$ cat src/rtl/arb_pkg.sv
// ---------------------------------------------------------------------------
// arb_pkg
// Shared definitions for the 2x1 round-robin lane arbiter.
//   - arb_state_e : arbiter FSM state encoding (RESET, IDLE, ACTIVE, STALL)
//   - ARB_DATA_W  : default lane / FIFO data width
//   - ARB_CNT_W   : default width of the per-source word counters, which
//                   exist only when ARB_STATS_EN is defined
// ---------------------------------------------------------------------------
package arb_pkg;

    localparam int ARB_DATA_W = 8;
    localparam int ARB_CNT_W  = 16;

    typedef enum logic [1:0] {
        RESET  = 2'd0,
        IDLE   = 2'd1,
        ACTIVE = 2'd2,
        STALL  = 2'd3
    } arb_state_e;

endpackage : arb_pkg

$ cat src/rtl/rr_grant_2.sv
// ---------------------------------------------------------------------------
// rr_grant_2
// Purely combinational two-way round-robin grant.
// Ports:
//   req[1:0]    in   request per source (bit i = source i non-empty)
//   last_grant  in   index of the most recently granted source
//   enable      in   0 forces the grant to zero
//   grant[1:0]  out  one-hot grant (or zero when nothing is granted)
// ---------------------------------------------------------------------------
module rr_grant_2 (
    input  logic [1:0] req,
    input  logic       last_grant,
    input  logic       enable,
    output logic [1:0] grant
);

    always_comb begin
        grant = 2'b00;
        if (enable) begin
            unique case (req)
                2'b01:   grant = 2'b01;
                2'b10:   grant = 2'b10;
                // Contention: hand the lane to whoever did not get it last.
                2'b11:   grant = last_grant ? 2'b01 : 2'b10;
                default: grant = 2'b00;
            endcase
        end
    end

endmodule : rr_grant_2

$ cat src/rtl/arbiter_2x1_8bits.sv
// ---------------------------------------------------------------------------
// arbiter_2x1_8bits
// Round-robin scheduler sharing one lane between two FWFT source FIFOs.
// The granted head word is popped combinationally and forwarded one cycle
// later on data_out with valid_out and its source tag on dest_out.
//
// Optional feature macro: ARB_STATS_EN -- adds per-source forwarded-word
// counters cnt0/cnt1 (CNT_W bits, wrapping). Without it those ports and the
// CNT_W parameter do not exist; all other behaviour is identical.
//
// Ports:
//   clk          in   rising-edge clock
//   reset_L      in   asynchronous active-low reset
//   empty0/1     in   source FIFO empty flags
//   data_in0/1   in   FWFT head words (valid while matching empty is 0)
//   almost_full  in   downstream backpressure, blocks grants this cycle
//   pop0/1       out  combinational pop strobes (never both 1)
//   data_out     out  registered forwarded byte
//   valid_out    out  registered, 1 = data_out holds a new byte
//   dest_out     out  registered source index of data_out
//   cnt0/1       out  forwarded word counts (ARB_STATS_EN only)
// ---------------------------------------------------------------------------
module arbiter_2x1_8bits
    import arb_pkg::*;
#(
    parameter int DATA_W = ARB_DATA_W
`ifdef ARB_STATS_EN
    ,
    parameter int CNT_W  = ARB_CNT_W
`endif
) (
    input  logic              clk,
    input  logic              reset_L,
    input  logic              empty0,
    input  logic              empty1,
    input  logic [DATA_W-1:0] data_in0,
    input  logic [DATA_W-1:0] data_in1,
    input  logic              almost_full,
    output logic              pop0,
    output logic              pop1,
    output logic [DATA_W-1:0] data_out,
    output logic              valid_out,
    output logic              dest_out
`ifdef ARB_STATS_EN
    ,
    output logic [CNT_W-1:0]  cnt0,
    output logic [CNT_W-1:0]  cnt1
`endif
);

    arb_state_e        state_q, state_d;
    logic              last_grant_q;
    logic [DATA_W-1:0] data_q;
    logic              valid_q;
    logic              dest_q;

    logic              req;
    logic              enable;
    logic              go;
    logic [1:0]        grant;
    logic [DATA_W-1:0] grant_data;

    assign req    = !empty0 || !empty1;
    // Grants are blocked by state rather than by the clock, so an
    // asynchronous reset drops the pop strobes immediately.
    assign enable = (state_q != RESET) && !almost_full;
    assign go     = enable && req;

    rr_grant_2 u_rr_grant_2 (
        .req        ({!empty1, !empty0}),
        .last_grant (last_grant_q),
        .enable     (enable),
        .grant      (grant)
    );

    assign pop0       = grant[0];
    assign pop1       = grant[1];
    assign grant_data = grant[1] ? data_in1 : data_in0;

    always_comb begin
        state_d = IDLE;
        if (state_q == RESET) begin
            state_d = IDLE;
        end else if (req && almost_full) begin
            state_d = STALL;
        end else if (go) begin
            state_d = ACTIVE;
        end else begin
            state_d = IDLE;
        end
    end

    // FSM, round-robin pointer and output register share one process.
    always_ff @(posedge clk or negedge reset_L) begin
        if (!reset_L) begin
            state_q      <= RESET;
            last_grant_q <= 1'b1;   // makes source 0 the first winner
            data_q       <= '0;
            valid_q      <= 1'b0;
            dest_q       <= 1'b0;
        end else begin
            state_q <= state_d;
            if (go) begin
                last_grant_q <= grant[1];
                data_q       <= grant_data;
                dest_q       <= grant[1];
                valid_q      <= 1'b1;
            end else begin
                valid_q      <= 1'b0;
            end
        end
    end

    assign data_out  = data_q;
    assign valid_out = valid_q;
    assign dest_out  = dest_q;

`ifdef ARB_STATS_EN
    logic [CNT_W-1:0] cnt0_q;
    logic [CNT_W-1:0] cnt1_q;

    // Counters wrap naturally at 2^CNT_W.
    always_ff @(posedge clk or negedge reset_L) begin
        if (!reset_L) begin
            cnt0_q <= '0;
            cnt1_q <= '0;
        end else begin
            if (pop0) cnt0_q <= cnt0_q + CNT_W'(1);
            if (pop1) cnt1_q <= cnt1_q + CNT_W'(1);
        end
    end

    assign cnt0 = cnt0_q;
    assign cnt1 = cnt1_q;
`endif

endmodule : arbiter_2x1_8bits
$ cat config.mk
export PLATFORM = sky130hd
export DESIGN_NAME = arbiter_2x1_8bits
export DESIGN_NICKNAME = d
export VERILOG_FILES = /design/src/rtl/arb_pkg.sv /design/src/rtl/rr_grant_2.sv /design/src/rtl/arbiter_2x1_8bits.sv
export SDC_FILE = /design/constraint.sdc
export NUM_CORES = 1
export LEC_CHECK = 0
export ABC_AREA = 1
export CORE_MARGIN = 5
export CORE_UTILIZATION = 42
export DETAILED_ROUTE_END_ITERATION = 10
export PLACE_DENSITY = 0.82
export SYNTH_ARGS = -nofsm -noshare
export SYNTH_HDL_FRONTEND = slang
export SYNTH_SLANG_ARGS = --single-unit
$ cat constraint.sdc
create_clock -name clk -period 1.9 [get_ports clk]
set_input_delay 0.38 -clock clk [delete_from_list [all_inputs] [get_ports clk]]
set_output_delay 0.38 -clock clk [all_outputs]
set_load 0.03 [all_outputs]
==> results of run 1 <==
worst max path at each step:
stage / startpoint / to / slack, ps / cells after the start
2_1_floorplan: last_grant_q / pop0 / 370 / 4
3_3_place_gp: empty0 / pop1 / 140 / 7
3_5_place_dp: empty0 / pop1 / 100 / 7
4_1_cts: empty0 / pop1 / 90 / 7
5_1_grt: empty0 / pop1 / 50 / 7
6_report: empty0 / pop1 / 110 / 7
stage by stage:
stage	std cells	hold WS, ps	utilization [%]
floorplan	83	84.41	-
global placement	134	456.2	68.47
detailed placement	134	469.0	68.47
CTS	138	490.0	70.20
global route	138	524.0	70.20
finish	138	483.6	70.20
cells by family after synthesis:
group                  count (synthesis)
AOI/OAI and AO/OA                      2
buffers and inverters                 17
DFF                                   13
and+or+nand+nor                       51
routing by layer:
metal	routed length, µm	track usage, %	vias to the layer above
li1	-	-	330
met1	766	18.72	303
met2	852	25.00	22
met3	115	2.959	0
met4	0	0	0
met5	0	0	-
critical path, stage by stage:
cell and delay, ps:
clkdlybuf4s50_1 490, nand2_1 70, inv_2 100, nor2_4 50, nand2_1 110, inv_1 50, buf_4 160
cells in the mapped netlist:
cell type,instances
nand2_1,28
dfrtp_1,12
inv_1,12
nand3_1,8
nand3b_1,6
inv_2,4
nand2_4,3
nand3_2,2
nor2_1,2
nor2_4,2
o21ai_2,2
buf_6,1
dfstp_2,1
state kept, by name, indices dropped and copies added, names as in the netlist:
| name | cells |
|---|---|
| data_out | 8 |
| dest_out | 1 |
| valid_out | 1 |
| state_q | 2 |
| last_grant_q | 1 |
power by group through the flow:
stage,Sequential (mW),Combinational [mW],Clock [mW]
after floorplan,0.420,0.108,0
after global placement,0.348,0.328,0
after detailed placement,0.350,0.335,0
after CTS,0.345,0.336,0.175
after global routing,0.352,0.358,0.196
final,0.345,0.332,0.168
layout make-up:
type / count / area (µm²)
fill: 123 / 454.2
inverter: 16 / 60.06
timing repair buffer: 36 / 345.3
tap: 16 / 20.02
sequential: 13 / 326.6
multi-input combinational: 53 / 291.5
clock buffer: 4 / 26.28
==> flow_summary.ini, run 1 <==
[synth]
synth_seq_cells = 13
syn_area_per_cell_um2 = 8.306
synth-compound-area-share_pct = 2.541
synth.area.mux_share_pct = 0
synthAdderAreaFrac_pct = 0
yosysWarnings = 0
ys_seq_area_share_pct = 47.37
synth_top_area_share_pct = 43.56
synth_top_family_by_area = simple AND/OR/NAND/NOR gates
yosys-top-cells-area = dfrtp_1 (44%), nand2_1 (15%), inv_1 (6.5%), nand3b_1 (6.5%), nand3_1 (5.8%)
synth_cell_types = 13
synth_cells = 83
yosys.area_share.simple_pct = 39.75
synth_top_area_cell = dfrtp_1
syn_area_um2 = 689.4
synth-xor-area-share_pct = 0
syn_nets = 104

[floorplanning]
ios = 33
die_area_um2 = 2552
core-area_um2 = 1524
fp.dieH_um = 50.52
fp-row-count = 14
initial_core_util_pct = 45.24
die_x_um = 50.52

[detailed_routing]
postRouteAntennaNets = 0
wire_per_inst_um = 12.57
drtIter0Drc = 9
via_count = 655
vias_per_cell = 4.746
drc_errors = 0
finalWirelength_um = 1734
first_pass_iters = 4

[layout]
drive_above_1_share_pct = 18.85
layout_commonest_cell = clkdlybuf4s50_1
mostFrequentLayoutCells = clkdlybuf4s50_1 (30), nand2_1 (28), inv_1 (12), dfrtp_1 (12), nand3_1 (8)
antenna_cells = 0
finalNetCount = 144
syn2layout_area_growth_pct = 55.17
stdcell_area_um2 = 1070

[global_routing]
grt_remaining_overflow = 0
grt_pass1_vias = 649
grt_pass1_wl_um = 2898
antenna_found_initial = 0
grt_max_degree = 14
grtUsageTotal_pct = 14.12

[cts]
insertion_delay_ps = 260
cts_resized = 0
post-cts-setup-buffers = 0
cts_hold_buf = 0
clk_pin_slew_ps = 80
cts_buffers = 3
cts_tree = built
cts_buffer_depth = 2
htreeDepth = 1
cts_root_buffer = clkbuf_4
cts.sinks = 13

[hold_path]
min_to = data_out[0]
hold_class = reg -> reg
min_from = data_out[0]
hold_path_depth = 2

[sta]
fmax_ghz = 0.5575
period_minus_slack_ps = 1794
setup_slack_ps = 106.4
hold_viol = 0
tightestPinTransition_ps = 599.4
fin_tns_setup_ps = 0
rsz0062_at_grt = false
setup_viol_count_final = 0
maxSlewViolCount = 0
fin_skew_ps = 3.688
max-slew-margin-rel_pct = 59.92
period_share_pct = 94.40

[pwr]
pwr-share-comb_pct = 39.3
power.leakage_nw = 0.5504
seqPwrFrac_pct = 40.9
p_sw_mw = 0.2941
clkPwrFrac_pct = 19.8
total_power_mw = 0.8446
power_density_nw_per_um2 = 789.5
internal_power_mw = 0.5505
switching_share_pct = 34.82
ir_drop_mv = 0.4748

[placed_design]
dp_hpwl_um = 1393
place_congestion = 0.7782
portBuffers = 32
post-place-ws_ps = 98.98
placed_area_um2 = 1044

[setup_path]
r2r_end = data_out[2]
rr_worst_depth = 8
crit_required_ps = 1520
start_kind = input pin
end_kind = output port
path_class = in -> out
cp_max_fo = 3
arrival_ps = 1410
timing.rr.start = last_grant_q
reg2reg_slack_ps = 700

[status]
outcome = finished clean

[job]
drv_cap = 0
Power figures use the tool's default switching activity.
==> run 2: changes to the inputs <==
Settings changed: SKIP_LAST_GASP set to 1.
==> results of run 2 <==
Final layout, timing and power as in run 1 (identical DEF).
